<file path="config.mk">
export PLATFORM = sky130hd
export DESIGN_NAME = mem_arbiter
export DESIGN_NICKNAME = d
export VERILOG_FILES = /design/src/rtl/mem_arbiter.sv
export SDC_FILE = /design/constraint.sdc
export NUM_CORES = 1
export LEC_CHECK = 0
export ABC_AREA = 1
export CAP_MARGIN = 5
export CORE_ASPECT_RATIO = 0.6
export CORE_MARGIN = 2
export CORE_UTILIZATION = 40
export CTS_BUF_LIST = sky130_fd_sc_hd__clkbuf_16
export DETAILED_ROUTE_END_ITERATION = 16
export PLACE_DENSITY = 0.81
export SLEW_MARGIN = 20
export SYNTH_ARGS = -nofsm -noshare
export SYNTH_HDL_FRONTEND = slang
export SYNTH_SLANG_ARGS = --single-unit
</file>
<file path="constraint.sdc">
create_clock -name clk -period 1.5 [get_ports clk]
set_input_delay 0.3 -clock clk [delete_from_list [all_inputs] [get_ports clk]]
set_output_delay 0.3 -clock clk [all_outputs]
set_load 0.05 [all_outputs]
</file>
<file path="src/rtl/mem_arbiter.sv">
// mem_arbiter: round-robin IF/LS sharing of one single-port memory, one outstanding transaction
module mem_arbiter #(
  parameter int ADDR_W = 32,
  parameter int DATA_W = 32,
  parameter int TIMEOUT = 64
) (
  input  logic                clk,
  input  logic                rst,
  input  logic                if_req,
  input  logic [ADDR_W-1:0]   if_addr,
  output logic                if_gnt,
  output logic                if_rvalid,
  output logic [DATA_W-1:0]   if_rdata,
  input  logic                ls_req,
  input  logic                ls_we,
  input  logic [ADDR_W-1:0]   ls_addr,
  input  logic [DATA_W-1:0]   ls_wdata,
  input  logic [DATA_W/8-1:0] ls_bmask,
  output logic                ls_gnt,
  output logic                ls_rvalid,
  output logic [DATA_W-1:0]   ls_rdata,
  output logic                rsp_err,
  output logic                mem_req,
  output logic                mem_we,
  output logic [ADDR_W-1:0]   mem_addr,
  output logic [DATA_W-1:0]   mem_wdata,
  output logic [DATA_W/8-1:0] mem_bmask,
  input  logic                mem_gnt,
  input  logic                mem_rvalid,
  input  logic [DATA_W-1:0]   mem_rdata,
  output logic                stall
);
  localparam int TW = $clog2(TIMEOUT);
  typedef enum logic [1:0] {IDLE, REQ, RESP} state_t;
  state_t state, state_n;
  logic owner, last, pick, sel_ls, tmo, done;
  logic [TW-1:0] timer;
  always_comb begin
    pick = if_req | ls_req;
    sel_ls = ls_req & (~if_req | ~last);
    tmo = timer == TW'(TIMEOUT - 1);
    done = mem_rvalid | tmo;
    state_n = state == IDLE ? (pick ? REQ : IDLE) :
              state == REQ  ? (mem_gnt ? RESP : REQ) :
                              (done ? IDLE : RESP);
    if_gnt = ~rst & (state == REQ) & mem_gnt & ~owner;
    ls_gnt = ~rst & (state == REQ) & mem_gnt & owner;
    stall = pick & ~(if_rvalid | ls_rvalid);
  end
  always_ff @(posedge clk) begin
    if (rst) begin
      state <= IDLE;
      owner <= 1'b0;
      last <= 1'b0;
      timer <= '0;
      mem_req <= 1'b0;
      mem_we <= 1'b0;
      mem_addr <= '0;
      mem_wdata <= '0;
      mem_bmask <= '0;
      if_rvalid <= 1'b0;
      ls_rvalid <= 1'b0;
      if_rdata <= '0;
      ls_rdata <= '0;
      rsp_err <= 1'b0;
    end else begin
      state <= state_n;
      timer <= (state == RESP && !done) ? timer + TW'(1) : '0;
      if_rvalid <= (state == RESP) & done & ~owner;
      ls_rvalid <= (state == RESP) & done & owner;
      rsp_err <= (state == RESP) & ~mem_rvalid & tmo;
      if_rdata <= ((state == RESP) & mem_rvalid & ~owner) ? mem_rdata : '0;
      ls_rdata <= ((state == RESP) & mem_rvalid & owner & ~mem_we) ? mem_rdata : '0;
      if (state == IDLE && pick) begin
        owner <= sel_ls;
        mem_req <= 1'b1;
        mem_we <= sel_ls & ls_we;
        mem_addr <= sel_ls ? ls_addr : if_addr;
        mem_wdata <= sel_ls ? ls_wdata : '0;
        mem_bmask <= sel_ls ? ls_bmask : '1;
      end
      if (state == REQ && mem_gnt) begin
        mem_req <= 1'b0;
        last <= owner;
      end
    end
  end
endmodule

</file>
# [After elaboration in Yosys (flattened, before gate mapping)]
# Cells that the tools add are included.
[totals] ff_bits=147 elab_cells=65 out_inout_bits=140 inputBits=139
[classes] n_bitwise=30 n_eq_ne=3 reduce_logical=9 add_sub_neg=1 n_mux=8
[op_table] cell="$mux 32" count=2
[op_table] cell="$and 1x1->1" count=16
[op_table] cell="$not 1->1" count=10
[op_table] cell="$mux 2" count=4
[op_table] cell="$reduce_or 2->1" count=4
[op_table] cell="$add 6x1->6 const B" count=1
[op_table] cell="$eq 6x6->1 const B" count=1
[op_table] cell="$mux 4" count=1
[op_table] cell="$or 1x1->1" count=4
[op_table] cell="$logic_and 1x1->1" count=3
[op_table] cell="$eq 2x1->1 const B" count=1
[op_table] cell="$eq 2x2->1 const B" count=1
[op_table] cell="$logic_not 2->1" count=1
[op_table] cell="$logic_not 1->1" count=1
[op_table] cell="$mux 1" count=1

# [Longest topological paths before layout]
[logic_depth] word_depth=6 ltp_mapped=8 ltp_nobuf=6

# [Worst setup path after synthesis]
# Ideal clock, no wire load.
[synth_path] kind="register to output" startpoint="register ls_rvalid" endpoint="output port stall" setup_slack_ns=-0.422 path_stages_with_launch=2 t_required_ns=1.200 n_path_buf=0 t_arrival_ns=1.622 path_cell_list="dfxtp_1 nor3_1"
[synth_between] elab_chain_len=3
[synth_lines] element="start, declared" line="20" source="output logic ls_rvalid,"
[synth_lines] element="start signal, assigned" line="70" source="ls_rvalid <= (state == RESP) & done & owner;"
[synth_lines] element="$or 1x1->1" line="48" source="stall = pick & ~(if_rvalid | ls_rvalid);"
[synth_lines] element="$not 1->1" line="48"
[synth_lines] element="$and 1x1->1" line="48"
[synth_lines] element="end, declared" line="31" source="output logic stall"
# Every way passes these cells.

# [Worst setup path after layout]
[layout_path] startpoint="register state[0]" endpoint="output port if_gnt"
[layout_between] elab_chain_len=4
[layout_lines] element="start, declared" line="35" source="state_t state, state_n;"
[layout_lines] element="start signal, assigned" line="67" source="state <= state_n;"
[layout_lines] element="$eq 2x1->1" line="46" source="if_gnt = ~rst & (state == REQ) & mem_gnt & ~owner;"
[layout_lines] element="$and 1x1->1 (3 in series)" line="46"
[layout_lines] element="end, declared" line="11" source="output logic if_gnt,"
# Every way passes these cells.

==> summary.txt <==
Clocking
  – CTS clock-pin slew for the worst setup and hold paths: about 70 ps
  – Root buffer cell: clkbuf_16
  – CTS Hold Bufs: 0
  – CTS Buf Count: 17
  – Clock tree sinks: ~150
  – CTS tree: done
  – Worst-Skew Late Latency: 400 ps
  – H-tree depth: 4
  – Clock Tree Buf Depth: 2

Routing
  – Post-route DRC: 0
  – Wire length per cell: about 13 um
  – Starting DRT DRC Count: about 240
  – Vias: 5,432
  – Vias per Instance: roughly 4.4
  – Routed Wire Length: 16,400 um
  – Drt pass-1 iters: 6
  – Post-route ant nets: 0

Floorplanning
  – Die Y: approximately 94 um
  – Die width: 154 um
  – Initial core utilization: about two fifths
  – Num rows: 32
  – Die area: between 10,000 and 15,000 um2
  – IO Count: between 200 and 300
  – Core Footprint: between 10,000 and 15,000 um2

Global routing
  – Total grt overflow: 0
  – Tot GR Track Use: 22.3%
  – Number of global-route vias before repair: ~5,300
  – Largest net degree at the start of global routing: 45
  – Initial antenna violation count: 0
  – First-pass GRT wire length: 25,600 um

Timing
  – Fin crit share: 104%
  – Min Clock Period, post-route: around 1600 ps
  – Worst rel slew slack: between 70% and 80%
  – Setup Skew: between 6 and 7 ps
  – F_max: approximately 640 MHz
  – Worst slew pin tran: between 300 and 400 ps
  – RSZ-0062 raised after global routing: yes
  – Count of pins over their slew limit: 0
  – Min Hold Slack: just over 400 ps
  – Count of final hold-check violations: 0
  – Final Setup Violations: 2
  – Final WS setup: -62.1 ps

Yosys
  – Syn nets: ~900
  – Mean Syn Cell Area: 7.28 um2
  – Warnings from Yosys: 0
  – Synth Instances: 745
  – Synthesized area: between 5000 and 6000 um2
  – #FFs+latches synth: roughly 150
  – Cell variety after synth: 25
  – Sequential element share of the synthesized area: 54.3%

Cells and area
  – Final cell count without fillers: about 1,200
  – Share of layout cells above drive strength 1: around 22%
  – Final nets: approximately 1,200
  – Commonest non-fill, non-tap cell in the layout: nor2_1
  – P&R area growth vs syn: 85.3%
  – Most frequent cells in the layout: nor2_1, nand2_1, dfxtp_1, clkdlybuf4s50_1
  – Ant diodes: 0

Status
  – Outcome: finished with violations
  – Failing checks: negative setup slack

Placement
  – HPWL Detailed: about 12,000 um
  – PortBufs: ~280
  – Final RePlAce weighted congestion: 0.805
  – Post-Place Cells: ~1,200

Critical path
  – Worst Path Max Fanout: 4
  – Crit path capture type: primary output
  – WP data arrival: ~1300 ps
  – Startpoint Class: flip-flop
  – Worst path slowest cell: dfxtp_2
  – WP data required: approximately 1200 ps
  – Crit path kind: reg -> out
  – Most used cell, CP: nor2_4
  – Slowest stage delay, CP: around 350 ps
  – CP Cell Sequence: inv_2 > nor2_4 > nand2_4 > nor2_4 > buf_8

Power
  – LEAKAGE: between 4 and 5 nW
  – Power Dens Cells: between 1000 and 1500 nW/um2
  – IR drop worst, VDD: ~0.00081 V

Job
  – # Max-Cap Violations: 0

Hold path
  – Worst hold path type: in -> reg
layout make-up:
| class | count | area, um2 |
|---|---|---|
| well taps | 170 | 213 |
| flip-flops and latches | 147 | 2950 |
| repair buffers | 313 | 4000 |
| inverters | 106 | 399 |
| multi-input cells | 455 | 1920 |
| fillers | 896 | 3010 |
| clock buffers | 17 | 425 |
| clock inverters | 15 | 143 |
logic make-up (layout without fill, tap and decap cells):
family / count (synthesis) / in the layout / share of synthesized area (%)
adder cells (fa/ha/maj): 1 / 1 / 0.231
flip-flops: 147 / 147 / 54.3
AO/OA/AOI/OAI: 11 / 11 / 1.20
buffers and inverters: 143 / 451 / 11.4
AND/OR/NAND/NOR: 440 / 440 / 32.4
XOR/XNOR: 3 / 3 / 0.485
state kept, by name, summed over array words and instances (netlist names):
register   flops
last           1
ls_rdata      32
timer          6
mem_wdata     32
mem_req        1
rsp_err        1
ls_rvalid      1
state          2
mem_bmask      4
if_rvalid      1
mem_addr      32
owner          1
if_rdata      32
mem_we         1
Yosys cell counts, drive strengths merged:
master  instances  area (um2)
or2             1        6.26
a21oi           2        10.0
xnor2           1        8.76
o21ai           6        33.8
xor2            2        17.5
inv           106         398
buf            33         204
o22ai           1        6.26
nor3            2        10.0
dfxtp         147        2940
nand2         177         667
ha              1        12.5
nor2          188         708
clkbuf          4        15.0
o21bai          2        15.0
nand3          72         365
worst max-delay path, delay by kind of cell, from the launching register on:
family	cells	cell delay, ps
buffers and inverters	2	200
and+or+nand+nor	3	300
DFF	1	350
through the flow:
step / power [mW] / setup TNS (ps) / util (%) / area, um2 / setup slack, ps
floorplan: 6.00 / -7.19 / - / 5430 / -7.19
global placement: 7.66 / -12820 / 71.7 / 9360 / -229
detailed placement: 7.70 / -18170 / 71.7 / 9360 / -277
CTS: 11.8 / -136 / 76.6 / 10000 / -80.7
global route: 12.2 / -221 / 77.0 / 10000 / -110
finish: 11.7 / -120 / 77.0 / 10000 / -62.1
what timing repair did:
item / 4_1_cts / 5_1_grt
resized for setup: 13 / 8
buffers inserted: 6 / 3
endpoints found under the setup margin: 3 / 3
pin swaps: 4 / 3
report_power, final:
group,internal (mW),switching [mW],leakage [nW]
Combinational,1.57,1.69,3.36
Sequential,4.16,0.251,1.20
Clock,2.19,1.81,0.273
Total,7.92,3.76,4.83
final timing paths:
check	startpoint	endpoint	slack (ps)	cells after the start
worst min-delay path	ls_req	owner	410	4
worst max register to register	state[0]	if_rdata[24]	120	8
worst max-delay path	state[0]	if_gnt	-60	5
worst min register to register	timer[0]	timer[0]	450	1
per-layer routing:
metal	up-vias	GRT usage, %	share of wire, %
met1	2449	25.1	41
met4	0	6.25	1.3
li1	2799	-	-
met5	-	0	0
met3	16	8.30	7.8
met2	168	40.0	50
Note: power is estimated with default switching activity, not from simulation.
